**config.mk**
```make
export PLATFORM = sky130hd
export DESIGN_NAME = ex_mem_pipe_stage
export DESIGN_NICKNAME = d
export VERILOG_FILES = /design/src/rtl/ex_mem_pkg.sv /design/src/rtl/pipe_sat_counter.sv /design/src/rtl/ex_mem_pipe_stage.sv
export SDC_FILE = /design/constraint.sdc
export NUM_CORES = 1
export LEC_CHECK = 0
export CAP_MARGIN = 20
export CORE_ASPECT_RATIO = 0.5
export CORE_MARGIN = 10
export CORE_UTILIZATION = 40
export CTS_CLUSTER_SIZE = 10
export DETAILED_ROUTE_END_ITERATION = 6
export DONT_BUFFER_PORTS = 1
export HOLD_SLACK_MARGIN = 0.12
export SYNTH_ARGS = -nofsm -noshare
export SYNTH_HDL_FRONTEND = slang
export SYNTH_SLANG_ARGS = --single-unit
```
**constraint.sdc**
```tcl
create_clock -name clock -period 2.6 [get_ports clock]
set_input_delay 0.26 -clock clock [delete_from_list [all_inputs] [get_ports clock]]
set_output_delay 0.26 -clock clock [all_outputs]
set_load 0.005 [all_outputs]
```
**src/rtl/ex_mem_pkg.sv**
```systemverilog
// Shared types for the EX->MEM pipeline register: control/entry records, stage state, counter limit.
// Imported by ex_mem_pipe_stage and pipe_sat_counter.
package ex_mem_pkg;

  localparam int unsigned EX_MEM_DATA_W = 32;
  localparam int unsigned EX_MEM_REG_W  = 5;

  typedef struct packed {
    logic reg_write;
    logic mem_to_reg;
    logic mem_write;
  } ex_mem_ctrl_t;

  typedef struct packed {
    ex_mem_ctrl_t              ctrl;
    logic [EX_MEM_DATA_W-1:0]  alu_out;
    logic [EX_MEM_DATA_W-1:0]  write_data;
    logic [EX_MEM_REG_W-1:0]   write_reg;
  } ex_mem_entry_t;

  typedef enum logic [1:0] {
    ST_EMPTY     = 2'd0,
    ST_FULL      = 2'd1,
    ST_FULL_SKID = 2'd2
  } ex_mem_state_e;

  // Counters saturate at all-ones; each counter slices this to its own width (up to 64 bits).
  localparam logic [63:0] CNT_SAT_ALL = '1;

endpackage

```
**src/rtl/pipe_sat_counter.sv**
```systemverilog
// Saturating event counter with synchronous clear (clear wins over increment).
module pipe_sat_counter
  import ex_mem_pkg::*;
#(
  parameter int unsigned CNT_W = 16
) (
  input  logic             clock,
  input  logic             reset,
  input  logic             inc,
  input  logic             clear,
  output logic [CNT_W-1:0] count
);

  localparam logic [CNT_W-1:0] SAT = CNT_SAT_ALL[CNT_W-1:0];

  logic [CNT_W-1:0] count_q, count_d;

  always_comb begin
    count_d = count_q;
    if (clear) begin
      count_d = '0;
    end else if (inc && (count_q != SAT)) begin
      count_d = count_q + 1'b1;
    end
  end

  always_ff @(posedge clock or negedge reset) begin
    if (!reset) begin
      count_q <= '0;
    end else begin
      count_q <= count_d;
    end
  end

  assign count = count_q;

endmodule

```
**src/rtl/ex_mem_pipe_stage.sv**
```systemverilog
// EX->MEM pipeline register with valid/ready handshake, flush and stall/bubble counters.
// Define EX_MEM_SKID_EN for a one-entry skid slot with a registered in_ready.
module ex_mem_pipe_stage
  import ex_mem_pkg::*;
#(
  parameter int unsigned DATA_W = EX_MEM_DATA_W,
  parameter int unsigned REG_W  = EX_MEM_REG_W,
  parameter int unsigned CNT_W  = 16
) (
  input  logic              clock,
  input  logic              reset,
  input  logic              flush,
  input  logic              in_valid,
  output logic              in_ready,
  input  logic              reg_write_e,
  input  logic              mem_to_reg_e,
  input  logic              mem_write_e,
  input  logic [DATA_W-1:0] alu_out_e,
  input  logic [DATA_W-1:0] write_data_e,
  input  logic [REG_W-1:0]  write_reg_e,
  output logic              out_valid,
  input  logic              out_ready,
  output logic              reg_write_m,
  output logic              mem_to_reg_m,
  output logic              mem_write_m,
  output logic [DATA_W-1:0] alu_out_m,
  output logic [DATA_W-1:0] write_data_m,
  output logic [REG_W-1:0]  write_reg_m,
  input  logic              cnt_clear,
  output logic [CNT_W-1:0]  stall_cnt,
  output logic [CNT_W-1:0]  bubble_cnt
);

  // Same layout as ex_mem_entry_t, but sized by this instance's parameters.
  typedef struct packed {
    ex_mem_ctrl_t      ctrl;
    logic [DATA_W-1:0] alu_out;
    logic [DATA_W-1:0] write_data;
    logic [REG_W-1:0]  write_reg;
  } entry_t;

  ex_mem_state_e state_q, state_d;
  entry_t        out_q, out_d;
  entry_t        in_entry;
  logic          in_xfer, out_xfer;

`ifdef EX_MEM_SKID_EN
  entry_t skid_q, skid_d;
  logic   in_ready_q, in_ready_d;
`endif

  always_comb begin
    in_entry                 = '0;
    in_entry.ctrl.reg_write  = reg_write_e;
    in_entry.ctrl.mem_to_reg = mem_to_reg_e;
    in_entry.ctrl.mem_write  = mem_write_e;
    in_entry.alu_out         = alu_out_e;
    in_entry.write_data      = write_data_e;
    in_entry.write_reg       = write_reg_e;
  end

  assign in_xfer  = in_valid & in_ready;
  assign out_xfer = out_valid & out_ready;

  // State register
  always_ff @(posedge clock or negedge reset) begin
    if (!reset) begin
      state_q <= ST_EMPTY;
      out_q   <= '0;
`ifdef EX_MEM_SKID_EN
      skid_q     <= '0;
      in_ready_q <= 1'b1;
`endif
    end else begin
      state_q <= state_d;
      out_q   <= out_d;
`ifdef EX_MEM_SKID_EN
      skid_q     <= skid_d;
      in_ready_q <= in_ready_d;
`endif
    end
  end

  // Next-state logic; flush overrides every transition
  always_comb begin
    state_d = state_q;
    case (state_q)
      ST_EMPTY: if (in_xfer) state_d = ST_FULL;
      ST_FULL: begin
        if (out_xfer && !in_xfer) state_d = ST_EMPTY;
`ifdef EX_MEM_SKID_EN
        else if (!out_xfer && in_xfer) state_d = ST_FULL_SKID;
`endif
      end
`ifdef EX_MEM_SKID_EN
      ST_FULL_SKID: if (out_xfer) state_d = ST_FULL;
`endif
      default: state_d = ST_EMPTY;
    endcase
    if (flush) state_d = ST_EMPTY;
  end

  // Entry movement; an entry accepted during flush is dropped, held data stays put
  always_comb begin
    out_d = out_q;
`ifdef EX_MEM_SKID_EN
    skid_d     = skid_q;
    in_ready_d = (state_d != ST_FULL_SKID);
`endif
    if (!flush) begin
      if (state_q == ST_FULL_SKID) begin
`ifdef EX_MEM_SKID_EN
        if (out_xfer) out_d = skid_q;
`endif
      end else if (in_xfer) begin
        if ((state_q == ST_EMPTY) || out_xfer) begin
          out_d = in_entry;
        end
`ifdef EX_MEM_SKID_EN
        else begin
          skid_d = in_entry;
        end
`endif
      end
    end
  end

  // Outputs; write enables are gated so a bubble never writes
  always_comb begin
    out_valid = (state_q != ST_EMPTY);
`ifdef EX_MEM_SKID_EN
    in_ready = in_ready_q;
`else
    in_ready = ~out_valid | out_ready;
`endif
    reg_write_m  = out_valid & out_q.ctrl.reg_write;
    mem_write_m  = out_valid & out_q.ctrl.mem_write;
    mem_to_reg_m = out_q.ctrl.mem_to_reg;
    alu_out_m    = out_q.alu_out;
    write_data_m = out_q.write_data;
    write_reg_m  = out_q.write_reg;
  end

  pipe_sat_counter #(.CNT_W(CNT_W)) u_stall_cnt (
    .clock (clock),
    .reset (reset),
    .inc   (out_valid & ~out_ready),
    .clear (cnt_clear),
    .count (stall_cnt)
  );

  pipe_sat_counter #(.CNT_W(CNT_W)) u_bubble_cnt (
    .clock (clock),
    .reset (reset),
    .inc   (~out_valid),
    .clear (cnt_clear),
    .count (bubble_cnt)
  );

endmodule

```
==> impl_results.md <==
* TritonCTS clock tree: done
* H-Tree Depth at 3
* Worst slack at placement at 721 ps
* Hold buffer count at cts at 76
* Area grow syn2layout at 14.0%
* Worst Hold Class: in2async
* Switching Fraction at 23.2%
* R2r setup slk at 700 ps
* Sequential area share after synthesis at 51.9%
* Drt wl/cell at 20.4 um
* Layout Nets at 507
* Global-route wire length before repair at 18,400 um
* Normalized max-slew margin at 59.8%
* Period minus WS final at 1900 ps
* GPL Wtd Cong at 0.780
* DRT Pass-1 Iters at 4
* Delay of the slowest critical-path stage at 470 ps
* Max Clock Skew at 10.4 ps
* Worst-Margin Slew at 598 ps
* Critical Path End Type: flop
* Psw at 0.000855 W
* Starting Density at 41.9%
* CP bufs+invs at 1
* Detailed-route DRC error count at 0
* Cell-internal power at 0.00284 W
* Gr usage total at 12.9%
* Clock power frac at 35.8%
* Final wirelength at 12,100 um
* Routed vias/inst at 5.32
* YS warnings at 0
* Setup tns final at 0 ps
* Combinational group share of total power at 9.8%
* Yosys reg bits at 105
* Detail Placement HPWL at 8130 um
* Num ports at 184
* Most common cell after layout, fill and taps aside: dfrtp_1
* Run status: finished with violations
* PnR worst setup slack at 696 ps
* Root Buffer: clkbuf_16
* Worst-Skew Late Latency at 340 ps
* Cell variety after synth at 44
* Initial drt markers at 184
* Clock sink count at 105
* Vias at 3,164
* Reg power frac at 54.4%
* Mean post-synth cell area at 12.1 um2
* Initial antenna violation count at 0
* Clock tree buffer depth at 2
* Number of synthesized flops with an enable pin at 0
* IO buf count at 0
* Family with the most delay on the worst path: simple AND/OR/NAND/NOR gates
* Worst EP arrival at 2160 ps
* Final max-slew violation count at 0
* CTS Buf Count at 9
* Fin crit share at 73.2%
* CP required at 2860 ps
* Beginning of the worst register-to-register path: u_stall_cnt.count[0]$_DFFE_PN0P_
* Vias in the first global route at 3,180
* Cell Rows at 28
* Synth async-reset ratio at 100%
* Core ar. at 12,100 um2
* Share of post-route cells with drive strength above 1 at 23.0%
* VDD IR-drop max at 0.000239 V
* Critical path type: reg2reg
* Count of final setup violators at 0
* Mapped Nets at 500
* Clock transition at the registers of the reported paths at 70 ps
* Fin Hold WS at -391 ps
* Synthesized instance count at 420
* Highest clock rate at 525 MHz
* Cell area after synthesis at 5070 um2
* Leak at 2.36 nW
* Top FF cell, synth: dfrtp_1
* Pwr Density at 639 nW/um2
* Hold Violations, Final at 105
* Most frequent cells in the layout: dfrtp_1 (105), dlygate4sd3_1 (76), mux2_2 (72)
* Overall die width at 179 um
* Die area at 17,800 um2
* Critical Path Start Type: flop
* Failing checks: hold timing
* Post-CTS Setup Bufs at 0
* Total grt overflow at 0
* Post-DRT Antenna Nets at 0
* Largest net degree at the start of global routing at 106
* CP max FO at 17
* CP startpoint: u_stall_cnt.count[0]$_DFFE_PN0P_
* Die Span Y at 99.6 um
* Unrepaired setup endpoints after global routing: no
* CP cell instances: ha_1, nand3_1, nor4_4, buf_4, or4_1, a21oi_1
* ANT cells at 0
* Slowest-stage cell, CP: dfrtp_1
* Post_cts resized at 0
* Max Cap Viol at 0
[worst register-to-register path, delay by kind of cell (launching register included)]
| family | cells | cell delay [ps] |
|---|---|---|
| and+or+nand+nor | 3 | 740 |
| buffers and inverters | 1 | 190 |
| adders and majority gates | 1 | 270 |
| DFF | 1 | 470 |
| AOI/OAI and AO/OA | 1 | 160 |
[worst paths after layout]
path	endpoint	cells after the start
max	u_stall_cnt.count[3]$_DFFE_PN0P_	6
min	u_bubble_cnt.count[13]$_DFFE_PN0P_	0
max reg2reg	u_stall_cnt.count[3]$_DFFE_PN0P_	6
min reg2reg	out_q[69]$_DFFE_PN0P_	1
max in group asynchronous	alu_out_m[8]$_DFFE_PN0P_	0
min in group clock	u_bubble_cnt.count[10]$_DFFE_PN0P_	2
[routing by layer]
layer	routed length, um	vias to the layer above	GRT usage, %
met5	0	-	0
li1	-	1463	-
met3	1120	8	4.94
met2	6400	100	22.8
met4	99	0	3.63
met1	4500	1593	14.3
[logic make-up (layout without fill, tap and decap cells)]
group,after synthesis,in the layout,synth area share [%]
AO/OA/AOI/OAI,51,51,6.37
adder cells (fa/ha/maj),2,2,0.494
multiplexers,76,76,16.9
AND/OR/NAND/NOR,95,95,12.1
buffers and inverters,91,101,12.3
flip-flops,105,105,51.9
[per-stage QoR]
step	cell area, um2	utilization (%)	power (W)	instances
finish	5780	47.8	0.00369	595
global route	5780	47.8	0.00386	595
CTS	5760	47.7	0.00374	594
detailed placement	4720	39.0	0.00231	504
global placement	4720	39.0	0.00229	504
floorplan	5070	-	0.00245	420
[area by class of cell]
type | instances | area [um2]
fill | 1081 | 6310
multi-input combinational | 224 | 1820
inverter | 7 | 26.3
clock buffer | 10 | 239
tap | 165 | 206
timing repair buffer | 80 | 811
clock inverter | 4 | 45.0
sequential | 105 | 2630
[registers in the layout, summed over array words and instances (netlist names)]
| register | flops |
|---|---|
| write_reg_m | 5 |
| u_bubble_cnt.count | 16 |
| mem_to_reg_m | 1 |
| write_data_m | 32 |
| alu_out_m | 32 |
| state_q | 1 |
| u_stall_cnt.count | 16 |
| out_q | 2 |
[synthesized netlist by cell type, drive strengths merged (2+ instances only)]
master,instances,area [um2]
a21oi,21,105
and2,2,12.5
and3,3,18.8
and4,4,35.0
and4b,2,21.3
buf,79,577
clkbuf,5,18.8
dfrtp,105,2630
ha,2,25.0
inv,7,26.3
mux2,75,845
nand2,13,48.8
nand3,10,50.1
nand4,12,96.3
nor2,12,45.0
nor2b,4,25.0
nor3,5,30.0
nor4,4,61.3
o21ai,7,35.0
o21bai,2,15.0
o311a,3,30.0
o31ai,13,97.6
or3,7,43.8
or4,12,90.1
[power groups by stage]
stage	Clock (W)	Combinational, W	Sequential, W
after floorplan	0	0.000518	0.00194
after global placement	0	0.000249	0.00204
after detailed placement	0	0.000261	0.00205
after CTS	0.00136	0.000360	0.00202
after global routing	0.00143	0.000392	0.00204
final	0.00132	0.000360	0.00201
(Power assumes the default switching activity.)
